$ cat src/rtl/debounce_sync.sv
// debounce_sync
//   Conditions a raw asynchronous input (pushbutton, switch, off-chip pin)
//   before it drives the buffer stage. The input is brought into the clk
//   domain through a plain flop chain. A new level is accepted only after it
//   has been seen for DEBOUNCE consecutive cycles. The block then presents a
//   clean registered level plus single-cycle rise/fall strobes.
//
//   Parameters
//     SYNC_STAGES  flops in the synchronizer chain (>= 2)
//     CNT_W        debounce counter width
//     DEBOUNCE     consecutive stable cycles needed to accept a level
//                  (1 .. 2**CNT_W-1)
//
//   Ports
//     clk    in   system clock, rising edge
//     rst_n  in   asynchronous active-low reset
//     a      in   raw input, asynchronous to clk, may bounce
//     y      out  debounced, synchronized level (registered)
//     rise   out  one-cycle strobe in the cycle y goes 0->1
//     fall   out  one-cycle strobe in the cycle y goes 1->0
//     busy   out  high while a candidate level change is being timed
//
//   state      | meaning
//   -----------+-----------------------------------------------------------
//   ST_STABLE  | synchronized input agrees with y, counter held at 0
//   ST_PENDING | synchronized input differs from y, counting agreeing cycles
module debounce_sync #(
   parameter int SYNC_STAGES = 2,
   parameter int CNT_W       = 4,
   parameter int DEBOUNCE    = 10
) (
   input  logic clk,
   input  logic rst_n,
   input  logic a,
   output logic y,
   output logic rise,
   output logic fall,
   output logic busy
);

   generate
      if (SYNC_STAGES < 2) begin : g_bad_sync
         $error("debounce_sync: SYNC_STAGES must be at least 2");
      end
      if (DEBOUNCE < 1) begin : g_bad_deb_lo
         $error("debounce_sync: DEBOUNCE must be at least 1");
      end
      if (DEBOUNCE > (2**CNT_W) - 1) begin : g_bad_deb_hi
         $error("debounce_sync: DEBOUNCE does not fit in CNT_W bits");
      end
   endgenerate

   localparam logic [CNT_W-1:0] CNT_ZERO  = '0;
   localparam logic [CNT_W-1:0] CNT_ONE   = CNT_W'(1);
   localparam logic [CNT_W-1:0] CNT_LAST  = CNT_W'(DEBOUNCE - 1);
   // With DEBOUNCE==1 a single mismatching cycle is already enough, so the
   // level is taken straight from ST_STABLE without visiting ST_PENDING.
   localparam bit               SINGLE_CY = (DEBOUNCE == 1);

   typedef enum logic {
      ST_STABLE  = 1'b0,
      ST_PENDING = 1'b1
   } state_t;

   logic [SYNC_STAGES-1:0] sync_q;
   logic                   s;

   state_t                 state_q, state_nxt;
   logic [CNT_W-1:0]       cnt_q, cnt_nxt;
   logic                   y_q, y_nxt;
   logic                   rise_q, rise_nxt;
   logic                   fall_q, fall_nxt;
   logic                   busy_q;
   logic                   mismatch;

   // Plain shift chain; nothing may sit between stages so every stage gets a
   // full cycle to resolve metastability.
   always_ff @(posedge clk or negedge rst_n) begin
      if (!rst_n) begin
         sync_q <= '0;
      end else begin
         sync_q <= {sync_q[SYNC_STAGES-2:0], a};
      end
   end

   assign s        = sync_q[SYNC_STAGES-1];
   assign mismatch = (s != y_q);

   always_ff @(posedge clk or negedge rst_n) begin
      if (!rst_n) begin
         state_q <= ST_STABLE;
         cnt_q   <= CNT_ZERO;
         y_q     <= 1'b0;
         rise_q  <= 1'b0;
         fall_q  <= 1'b0;
         busy_q  <= 1'b0;
      end else begin
         state_q <= state_nxt;
         cnt_q   <= cnt_nxt;
         y_q     <= y_nxt;
         rise_q  <= rise_nxt;
         fall_q  <= fall_nxt;
         busy_q  <= (state_nxt == ST_PENDING);
      end
   end

   always_comb begin
      state_nxt = state_q;
      cnt_nxt   = cnt_q;
      y_nxt     = y_q;
      rise_nxt  = 1'b0;
      fall_nxt  = 1'b0;

      case (state_q)
         ST_STABLE: begin
            cnt_nxt = CNT_ZERO;
            if (mismatch) begin
               if (SINGLE_CY) begin
                  y_nxt    = s;
                  rise_nxt = s;
                  fall_nxt = ~s;
               end else begin
                  state_nxt = ST_PENDING;
                  cnt_nxt   = CNT_ONE;
               end
            end
         end

         ST_PENDING: begin
            if (!mismatch) begin
               // Input fell back to the current level: treat it as a glitch.
               state_nxt = ST_STABLE;
               cnt_nxt   = CNT_ZERO;
            end else if (cnt_q == CNT_LAST) begin
               state_nxt = ST_STABLE;
               cnt_nxt   = CNT_ZERO;
               y_nxt     = s;
               rise_nxt  = s;
               fall_nxt  = ~s;
            end else begin
               cnt_nxt = cnt_q + CNT_ONE;
            end
         end

         default: begin
            state_nxt = ST_STABLE;
            cnt_nxt   = CNT_ZERO;
         end
      endcase
   end

   assign y    = y_q;
   assign rise = rise_q;
   assign fall = fall_q;
   assign busy = busy_q;

   a_strobe_excl : assert property (
      @(posedge clk) disable iff (!rst_n) !(rise_q && fall_q));

   a_cnt_bound : assert property (
      @(posedge clk) disable iff (!rst_n) (cnt_q <= CNT_LAST));

   a_rise_level : assert property (
      @(posedge clk) disable iff (!rst_n) rise_q |-> y_q);

   a_fall_level : assert property (
      @(posedge clk) disable iff (!rst_n) fall_q |-> !y_q);

endmodule

$ cat config.mk
export PLATFORM = sky130hd
export DESIGN_NAME = debounce_sync
export DESIGN_NICKNAME = d
export VERILOG_FILES = /design/src/rtl/debounce_sync.sv
export SDC_FILE = /design/constraint.sdc
export NUM_CORES = 1
export LEC_CHECK = 0
export ABC_AREA = 1
export CAP_MARGIN = 20
export CORE_AREA = 2 2 39 41
export DETAILED_ROUTE_END_ITERATION = 7
export DIE_AREA = 0 0 41 43
export SYNTH_ARGS = -nofsm -noshare
export SYNTH_HDL_FRONTEND = slang
export SYNTH_SLANG_ARGS = --single-unit
$ cat constraint.sdc
create_clock -name clk -period 3.1 [get_ports clk]
set_input_delay 0.31 -clock clk [delete_from_list [all_inputs] [get_ports clk]]
set_output_delay 0.31 -clock clk [all_outputs]
set_load 0.01 [all_outputs]
After elaboration in Yosys (flattened, before gate mapping)
Cells that the tools add are included.
W data, S select, Z words.
Word-level totals
  register bits: 10
  bits in latches: 0
  bits in writable memories: 0
  ROM bits: 0
  input bits: 3
  memories: 0
Operators by class
  add/subtract/negate cells: 1
  $mul: 0
  div/mod/pow operators: 0
  magnitude comparators: 0
  eq/ne operators: 2
  shift operators: 0
  muxes and demuxes: 14
  bitwise logic cells: 2
  reductions and logical operators: 1
Operators by type and width (number)
  $mux W1: 10
  $mux W4: 2
  $pmux W4 S2: 1
  $add A4 B1 Y4 const B: 1
  $eq A4 B4 Y1 const B: 1
  $reduce_and A3 Y1: 1
  $not A1 Y1: 2
  $pmux W1 S2: 1
  $ne A1 B1 Y1: 1

Depth between registers and ports, before layout
Gate-level depths: netlist (run 1).
  word-level depth: 4
  gate-level depth with buffers: 7
  depth with buffers taken out: 7

Least setup slack after synthesis (run 1)
No wires, ideal clock.
  path kind: flip-flop to flip-flop
  start: register cnt_q[1]
  end: register y_q, in the netlist y
  setup time: 0.118 ns
  arrival: 0.966 ns
  required time: 2.982 ns
  slack: 2.016 ns
  stages on the path, launching flop included: 8
  period minus slack after synthesis: 1.084 ns
  cells stage by stage: dfrtp_1 > inv_1 > ha_1 > nand2_1 > nor2_2 > nand3_1 > nand2_1 > nand2_1
On the way
  word-level cells in the longest chain between the ends: 2
RTL lines
  start, declared: line 69  | logic [CNT_W-1:0] cnt_q, cnt_nxt;
  start signal, assigned: line 99  | cnt_q <= cnt_nxt;
  $eq A4 B4 Y1: line 134  | end else if (cnt_q == CNT_LAST) begin
  $reduce_and A3 Y1 (no line)
  end signal, assigned: line 100  | y_q <= y_nxt;
  end, declared: line 70  | logic y_q, y_nxt;
Every way passes these cells.
A chain may end at the register's enable or synchronous reset.

Final worst setup path (run 1)
  start: register busy_q, in the netlist busy
  end: output port busy
RTL lines
  start, declared: line 73  | logic busy_q;
  start signal, assigned: line 103  | busy_q <= (state_nxt == ST_PENDING);
  end, declared: line 38  | output logic busy
No word-level cell between the ends.

==> flow_metrics.tcl, run 1 <==
set metrics [dict create \
    pwr-share-seq_pct 58.9 \
    vias 295 \
    p_switching_uw 49.80 \
    dieArea_um2 1763 \
    cp_slowest_cell "clkdlybuf4s50_1" \
    power_density_nw_per_um2 452.0 \
    clock-sinks 10 \
    cts-buffers-inserted 3 \
    cts_resized 0 \
    synth_area_um2 417.9 \
    drv_cap 0 \
    htreeDepth 1 \
    dpl_worst_slack_ns 1.811 \
    synth-simple-area-share_pct 23.35 \
    fin_cells 68 \
    finalSetupTns_ns 0 \
    report.final.hold_viol_count 0 \
    synth.top_cell.area_share_pct 59.88 \
    combinationalPowerShare_pct 5.9 \
    synthAdderAreaFrac_pct 5.988 \
    ys_ff_latch 10 \
    antenna_found_initial 0 \
    met1_usage_pct 10.65 \
    startpoint_type "flip-flop" \
    power_switching_share_pct 21.17 \
    cp.arrival_ns 1.26 \
    rr_endpoint "y" \
    drive_above_1_share_pct 11.54 \
    dp_cells 65 \
    setup.worst_path.end_class "output port" \
    power.total_uw 235.2 \
    drt_wl_total_um 623 \
    ant_nets 0 \
    p_leak_nw 0.2621 \
    synth_top_area_cell "dfrtp_1" \
    max-vdd-ir-drop_mv 0.2059 \
    cts_setup_buffers 0 \
    synth_top_family_by_area "simple AND/OR/NAND/NOR gates" \
    use_met2_pct 13.75 \
    crit_required_ns 2.79 \
    finalWorstSetupSlack_ns 1.531 \
    initial_core_util_pct 30.20 \
    gp_congestion 0.7552 \
    synth_xor_xnor_area_share_pct 2.096 \
    area_growth_pct 24.55 \
    cp_num_buf_inv 1 \
    grt_max_degree 11 \
    ys_types 12 \
    firstDrtPassIters 2 \
    grt_pass1_vias 276 \
    hold_path.class "in -> async" \
    final.period_utilization_pct 50.61 \
    tightest_slew_ns 0.4396 \
    cp_cell_sequence "clkdlybuf4s50_1" \
    grt_setup_unrepaired "false" \
    grt.overflow.total 0 \
    cts_tree "done" \
    setup-violations-final 0 \
    postCtsHoldBufs 0 \
    top_usage_layer "met2" \
    io_buffers 6 \
    detail_route.iter0.violations 2 \
    max_freq_mhz 637.4 \
    antenna_cells 0 \
    ys_warn_count 0 \
    slew-limit-headroom_pct 70.60 \
    rrSetupSlack_ns 1.92 \
    grt_usage_pct 9.939 \
    syn_inst 43 \
    synth_area_leaders "dfrtp_1, nand2_1, inv_1" \
    die_x_um 41 \
    fin_crit_ns 1.569 \
    r2r_start "cnt_q[1]" \
    critPathKind "reg -> out" \
    synth_compound_area_share_pct 2.395 \
    p_int_uw 185.4 \
    status "complete, no violations" \
    fp.dieH_um 43 \
    dp_hpwl_um 493.5 \
    path_delay_family "buffers and inverters" \
    crit_fanout 6 \
    drv_slew 0 \
    synth_nets 48 \
    path_clk_slew_ns 0.06 \
    fill_cells 141 \
    synthMuxAreaShare_pct 0 \
    multi_input_area_um2 141.4 \
    pwr-share-clk_pct 35.2 \
    nets 59 \
    insertion_delay_ns 0.26 \
    seq_area_um2 250.2 \
    viasPerCell 4.338 \
    drt_drc_violations_left 0 \
    finalClockSkew_ns 0.006479 \
    synth.avg_cell_area_um2 9.719 \
    rows 14 \
    cpPeakStageDelay_ns 0.57 \
    pin_count 7 \
    cts_root_buf "clkbuf_4" \
    reg2reg_depth 7 \
    ys_seq_area_share_pct 59.88 \
    clock_path_buffers 2 \
    core-area_um2 1384 \
    grtUsageMet3_pct 5.236 \
    grt_first_pass_wirelength_um 1090 \
    wl_per_cell_um 9.162 \
]
[stage by stage]
stage | hold slack, ns | area, um^2 | util [%]
after floorplan | 0.01441 | 417.9 | -
after global placement | 0.3374 | 498.0 | 35.99
after detailed placement | 0.3450 | 498.0 | 35.99
after CTS | 0.3642 | 520.5 | 37.61
after global routing | 0.3589 | 520.5 | 37.61
final | 0.3605 | 520.5 | 37.61
[metal layers]
| metal | part of all wire (%) | vias up |
|---|---|---|
| met5 | 0 | - |
| met4 | 0 | 0 |
| met3 | 6.1 | 0 |
| met2 | 53 | 7 |
| met1 | 41 | 137 |
| li1 | - | 151 |
[sequential cells by signal (all words and copies together) (netlist names)]
name and count:
fall 1, sync_q 2, cnt_q 4, busy 1, y 1, rise 1
[area by class of cell]
cell class              count  area share [%]
clock buffers               3           4.327
inverters                   7           5.048
multi-input cells          26           27.16
flip-flops and latches     10           48.08
well taps                  16           3.846
repair buffers              6           11.54
[worst register-to-register path, cell delays in order, from the launching register on]
cell     delay (ns)
dfrtp_1        0.40
inv_1          0.06
ha_1           0.18
nand2_1        0.08
nor2_2         0.12
nand3_1        0.12
nand2_1        0.07
nand2_1        0.04
[cell usage in the layout (no fill, tap or decap)]
| master | count |
|---|---|
| ha_1 | 2 |
| nor2_1 | 5 |
| nand2_1 | 9 |
| xnor2_1 | 1 |
| nor2_2 | 1 |
| a21oi_1 | 2 |
| nand2_2 | 1 |
| nand3_1 | 2 |
| inv_1 | 7 |
| nand3_2 | 1 |
| dfrtp_1 | 10 |
| clkbuf_4 | 3 |
| nand4_1 | 2 |
| clkdlybuf4s50_1 | 6 |
[how the worst max path moves through the flow]
stage / start / end / slack (ns) / cells after the start
3_3_place_gp: busy / busy / 1.82 / 1
6_report: busy / busy / 1.53 / 1
4_1_cts: busy / busy / 1.52 / 1
3_5_place_dp: busy / busy / 1.81 / 1
5_1_grt: busy / busy / 1.47 / 1
2_1_floorplan: cnt_q[1] / y / 2.02 / 7
[cells in the mapped netlist]
| library cell | number |
|---|---|
| inv_1 | 7 |
| a21oi_1 | 2 |
| dfrtp_1 | 10 |
| xnor2_1 | 1 |
| nand2_2 | 1 |
| nor2_1 | 5 |
| nand2_1 | 9 |
| nand4_1 | 2 |
| nand3_2 | 1 |
| nand3_1 | 2 |
| ha_1 | 2 |
| nor2_2 | 1 |
[power by group through the flow]
| stage | clock network (mW) | logic, mW | registers [mW] |
|---|---|---|---|
| 2_1_floorplan | 0 | 0.00660 | 0.140 |
| 3_3_place_gp | 0 | 0.0143 | 0.141 |
| 3_5_place_dp | 0 | 0.0143 | 0.141 |
| 4_1_cts | 0.0866 | 0.0143 | 0.138 |
| 5_1_grt | 0.0937 | 0.0169 | 0.139 |
| 6_report | 0.0829 | 0.0139 | 0.138 |
[logic make-up after synthesis]
group,count (synthesis)
AND/OR/NAND/NOR,21
XOR/XNOR,1
adder cells (fa/ha/maj),2
buffers and inverters,7
flip-flops,10
AO/OA/AOI/OAI,2
Note: power is estimated with default switching activity, not from simulation.
==> inputs of run 2 (changes only) <==
==> constraint.sdc (replaced) <==
create_clock -name clk -period 1.4 [get_ports clk]
set_input_delay 0.14 -clock clk [delete_from_list [all_inputs] [get_ports clk]]
set_output_delay 0.14 -clock clk [all_outputs]
set_load 0.01 [all_outputs]
==> run 2 against run 1 <==
  * Critical path type unchanged
  * First-iteration DRC count fell by 50%
  * Clock skew fell by 0.0053 ns
  * Critical endpoint is now y
  * Sequential cell count stayed put
  * Non-clock buffer count rose by 1
  * Setup slack worse by 1.5 ns
  * Wire length rose by 5.0%
  * Register-to-register slack worse by 1.7 ns
  * Sequential share of layout area fell by 1.9 points
  * Design area is 4.1% higher
  * Clock-buffer cell count is 1 higher
==> flow_metrics.tcl, run 2 (same netlist as run 1, synthesis figures left out) <==
set metrics [dict create \
    crit_cells 1 \
    io_buffers 6 \
    rrSetupSlack_ns 0.23 \
    fin_crit_ns 1.341 \
    viasPerCell 4.314 \
    finalWorstSetupSlack_ns 0.05943 \
    path_delay_family "buffers and inverters" \
    clock-sinks 10 \
    dieArea_um2 1763 \
    max-vdd-ir-drop_mv 0.6103 \
    dpl_worst_slack_ns 0.2242 \
    crit_path_start "y" \
    p_leak_nw 0.2741 \
    fp.dieH_um 43 \
    critPathKind "reg -> out" \
    dp_cells 65 \
    power.total_uw 594.7 \
    grt_pass1_vias 300 \
    regMostFlops "cnt_q" \
    drive_above_1_share_pct 14.81 \
    clock_path_buffers 2 \
    p_int_uw 471.7 \
    finalClockSkew_ns 0.001131 \
    gp_congestion 0.7612 \
    crit_fanout 4 \
    cts_root_buf "clkbuf_4" \
    report.final.hold_viol_count 0 \
    final_cell_mix "dfrtp_1, nand2_1, inv_1" \
    nets 60 \
    hold_path.class "in -> async" \
    cts-buffers-inserted 3 \
    drt_drc_violations_left 0 \
    p_switching_uw 123.0 \
    detail_route.iter0.violations 1 \
    firstDrtPassIters 2 \
    grt_first_pass_wirelength_um 1248 \
    placed_cell_area_um2 498.0 \
    r2r_start "cnt_q[1]" \
    wl_per_cell_um 9.343 \
    whs_ns 0.1859 \
    power_density_nw_per_um2 1098 \
    insertion_delay_ns 0.26 \
    tightest_slew_ns 0.4434 \
    antenna_cells 0 \
    reg2reg_depth 7 \
    setup.worst_path.end_class "output port" \
    largest_register_ffs 4 \
    pin_count 7 \
    rows 14 \
    vias 302 \
    combinationalPowerShare_pct 6.0 \
    startpoint_type "flip-flop" \
    core-area_um2 1384 \
    area_growth_pct 29.64 \
    initial_core_util_pct 30.20 \
    stdcell_area_um2 541.8 \
    htreeDepth 1 \
    drt_wl_total_um 654 \
    drv_cap 0 \
    cpPeakStageDelay_ns 0.55 \
    final_common_cell "dfrtp_1" \
    slew-limit-headroom_pct 70.35 \
    grt_max_degree 11 \
    pwr-share-clk_pct 42.8 \
    cp.arrival_ns 1.20 \
    setup-violations-final 0 \
    max_freq_mhz 746.0 \
    finish.utilization_pct 39.15 \
    cts_resized 0 \
    power_switching_share_pct 20.69 \
    path_clk_slew_ns 0.06 \
    dp_hpwl_um 495.3 \
    cp_num_buf_inv 1 \
    cp-endpoint "y" \
    fin_cells 70 \
    status "complete, no violations" \
    grt_usage_pct 11.02 \
    rr_endpoint "y" \
    cp_cell_sequence "clkdlybuf4s50_1" \
    drv_slew 0 \
    cts_tree "done" \
    finalSetupTns_ns 0 \
    fill_cells 139 \
    reg_top3 "cnt_q: 4 flops, sync_q: 2 flops" \
    pwr-share-seq_pct 51.2 \
    grt.overflow.total 0 \
    grt_setup_unrepaired "false" \
    antenna_found_initial 0 \
    cp_slowest_cell "clkdlybuf4s50_1" \
    final.period_utilization_pct 95.76 \
    crit_required_ns 1.26 \
    ant_nets 0 \
    die_x_um 41 \
]
[run 2: cell count changes in the layout (fill, tap and decap cells not counted)]
cell      delta
clkbuf_8     +1
buf_4        +1
[run 2: repair_timing]
item,in CTS,in global routing
setup endpoints to repair,1,0
buffers inserted,1,0
hold buffers,0,0
[run 2: worst min path at each step]
stage                endpoint  depth (start not counted)
floorplan                busy                          0
global placement    sync_q[1]                          0
CTS                 sync_q[1]                          1
global route        sync_q[1]                          1
finish              sync_q[1]                          1
detailed placement  sync_q[1]                          0
[run 2: area by class of cell]
| class | count | area [um^2] | share of cell area [%] |
|---|---|---|---|
| clock buffer | 4 | 36.28 | 6.697 |
| timing repair buffer | 7 | 67.56 | 12.47 |
| tap | 16 | 20.02 | 3.695 |
| sequential | 10 | 250.2 | 46.19 |
| inverter | 7 | 26.28 | 4.850 |
| multi-input combinational | 26 | 141.4 | 26.10 |
[run 2: layer usage]
layer  track usage [%]  share of wire, %
met1             14.24                47
met2             13.75                43
met3             3.665               5.7
met4             10.00               4.4
met5                 0                 0
[run 2: power groups by stage]
stage / combinational [mW] / sequential [mW] / clock (mW)
2_1_floorplan: 0.0146 / 0.311 / 0
6_report: 0.0355 / 0.305 / 0.255
4_1_cts: 0.0361 / 0.305 / 0.264
3_3_place_gp: 0.0316 / 0.312 / 0
3_5_place_dp: 0.0320 / 0.312 / 0
5_1_grt: 0.0410 / 0.306 / 0.282
==> inputs of run 3 (changes only) <==
--- a/config.mk
+++ b/config.mk
@@ -8,6 +8,7 @@
 export ABC_AREA = 1
 export CAP_MARGIN = 20
 export CORE_AREA = 2 2 39 41
+export CTS_CLUSTER_DIAMETER = 200
 export DETAILED_ROUTE_END_ITERATION = 7
 export DIE_AREA = 0 0 41 43
 export SYNTH_ARGS = -nofsm -noshare
==> results of run 3 <==
The final DEF is identical to that of run 2; final timing and power are the same.
==> patch 1, RTL diff (settings of run 1) <==
The parameter `SYNC_STAGES` goes from 2 to 4. Comments in the files are not updated.
--- a/src/rtl/debounce_sync.sv
+++ b/src/rtl/debounce_sync.sv
@@ -27,3 +27,3 @@
 module debounce_sync #(
-   parameter int SYNC_STAGES = 2,
+   parameter int SYNC_STAGES = 4,
    parameter int CNT_W       = 4,
Check against the original RTL: not equivalent (Yosys sat finds a counterexample within 4 cycles, from zero or initial values and one cycle with rst_n low).
==> patch 1 against run 1 <==
Routed wire length up 11%. Clock skew down 1.3 ps. Critical path type unchanged. Area after synthesis up 12%. Power up 29%. Final cell count up 4.4%. Sequential share of layout area up 3.3 points. Worst setup slack worse by 23 ps. Hold slack worse by 8.5 ps. Final area up 12%. Sequential cell count up 2.
==> patch 1: results <==
set metrics [dict create \
    detailedPlace.worstSlack_ps 1817 \
    netlist_top_cells_count "12 x dfrtp_1, 9 x nand2_1, 7 x inv_1, 5 x nor2_1" \
    hold_slack_ps 352.0 \
    syn_nets 50 \
    dp_hpwl_um 518.2 \
    arrival_ps 1280 \
    track_usage_pct 11.43 \
    drtIter0Drc 1 \
    outcome "finished, final reports clean" \
    leakagePower_nw 0.2926 \
    hold_path.class "flip-flop to flip-flop" \
    drive_gt1_share_pct 12.73 \
    grt_start_max_net_pins 13 \
    drtPass1Iterations 4 \
    p_int_mw 0.2395 \
    peakVddDrop_mv 0.3803 \
    synth_xor_area_share_pct 1.872 \
    antenna_cells 0 \
    fin_nets 61 \
    setup_ws_ps 1508 \
    drt-vias-per-instance 4.423 \
    synth_fa_ha_area_share_pct 5.348 \
    synthTopCellsByArea "dfrtp_1 64%, nand2_1 7.2%, inv_1 5.6%, ha_1 5.3%, nor2_1 4.0%" \
    synth_compound_area_share_pct 2.139 \
    grt_pass1_wl_um 1248 \
    worst_pin_slew_ps 503.7 \
    regToRegSetupSlack_ps 1940 \
    netlist_instances 45 \
    gp_congestion 0.5839 \
    seq_area_frac_synth_pct 64.17 \
    largest_registers "cnt_q x4, sync_q x4" \
    dp.cells 67 \
    vias 314 \
]
patch 1: final cells by class:
class	instances	share of cell area, %
repair buffers	6	10.28
multi-input cells	26	24.20
inverters	7	4.497
flip-flops and latches	12	51.39
clock buffers	4	6.210
well taps	16	3.426
patch 1: power groups by stage:
stage | registers (mW) | clock network, mW | logic (mW)
3_5_place_dp | 0.169 | 0 | 0.0151
4_1_cts | 0.166 | 0.127 | 0.0152
2_1_floorplan | 0.168 | 0 | 0.00660
5_1_grt | 0.167 | 0.135 | 0.0171
6_report | 0.166 | 0.122 | 0.0146
3_3_place_gp | 0.169 | 0 | 0.0148
patch 1: metal layers:
layer | global-route usage (%) | up-vias | part of all wire (%)
met3 | 9.424 | 2 | 8.9
met4 | 6.000 | 0 | 1.4
met5 | 0 | - | 0
met1 | 15.25 | 143 | 48
li1 | - | 159 | -
met2 | 12.50 | 10 | 42
==> patch 2, RTL diff (config.mk and constraints of run 1) <==
Without the edit above. Reset style: synchronous (`rst_n`), changed in 2 clocked blocks. Comments in the files are not updated.
--- a/src/rtl/debounce_sync.sv
+++ b/src/rtl/debounce_sync.sv
@@ -77,3 +77,3 @@
    // full cycle to resolve metastability.
-   always_ff @(posedge clk or negedge rst_n) begin
+   always_ff @(posedge clk) begin
       if (!rst_n) begin
@@ -88,3 +88,3 @@
 
-   always_ff @(posedge clk or negedge rst_n) begin
+   always_ff @(posedge clk) begin
       if (!rst_n) begin
Check against the original RTL: differs if rst_n is asserted again (counterexample within 4 cycles, from zero or initial values and one cycle with rst_n low); with rst_n held inactive, the same outputs for 10 cycles.
==> patch 2 against run 1 <==
Area after synthesis is 3.0% higher. Final cell count is 19% higher. Sequential cell count stayed put. Worst setup slack better by 43 ps. Synthesized cell count is 30% higher. Power is 3.7% lower. Routed wire length is 8.3% higher. Final area is 2.4% higher. Largest cell class unchanged.
==> patch 2: results <==
set metrics [dict create \
    r2r-start "cnt_q[0]" \
    leakagePower_nw 0.2524 \
    arrival_ps 1220 \
    peakVddDrop_mv 0.1418 \
    crit_path_start "y" \
    stdcell_count 81 \
    drive_gt1_share_pct 18.46 \
    drt_wl_total_um 675 \
    path_max_fanout 4 \
    grt_start_max_net_pins 7 \
    outcome "finished, final reports clean" \
    rr_endpoint "y" \
    placed_area_um2 510.5 \
    first_global_vias 312 \
    synth_xor_area_share_pct 2.035 \
    min_period_ps 1526 \
    num-fill-cells 156 \
    dp_hpwl_um 544.5 \
    hold_slack_ps 416.7 \
    synth-async-reset-ratio_pct 0 \
    r2r.worst_path.cells 6 \
    ys_types 15 \
    skew_ps 2.010 \
    grt_pass1_wl_um 1221 \
    netlist_top_cells_count "13 x nand2_1, 10 x dfxtp_1, 8 x inv_1, 8 x nor2_1" \
    synthTopCellsByArea "dfxtp_1 47%, nand2_1 11%, inv_1 7.0%, nor2_1 7.0%, ha_1 5.8%" \
    dp.cells 78 \
    worst_pin_slew_ps 228.0 \
]
## patch 2: cell count changes after synthesis, sizes merged
| cell | change |
|---|---|
| nor2 | +3 |
| inv | +4 |
| dfxtp | +10 |
| nor3 | +1 |
| dfrtp | -10 |
| a21oi | -2 |
| o21bai | +1 |
| nand2 | +6 |
## patch 2: per-layer routing
layer  GRT usage (%)  wire (um)  vias to the layer above
li1                -          -                      189
met1           13.59        328                      157
met2           14.06        302                        7
met3           1.571         17                        4
met4           8.000         27                        0
met5               0          0                        -
## patch 2: power breakdown
group | switching [mW] | internal [mW] | leakage (nW)
Sequential | 0.00143 | 0.130 | 0.0811
Clock | 0.0391 | 0.0446 | 0.0138
Combinational | 0.00573 | 0.00532 | 0.158
## patch 2: layout make-up
class                      count  area (um2)  share of cell area, %
tap                           16       20.02                  3.756
timing repair buffer           6       60.06                  11.27
inverter                      11       41.29                  7.746
clock buffer                   3       22.52                  4.225
sequential                    10       200.2                  37.56
multi-input combinational     35       188.9                  35.45
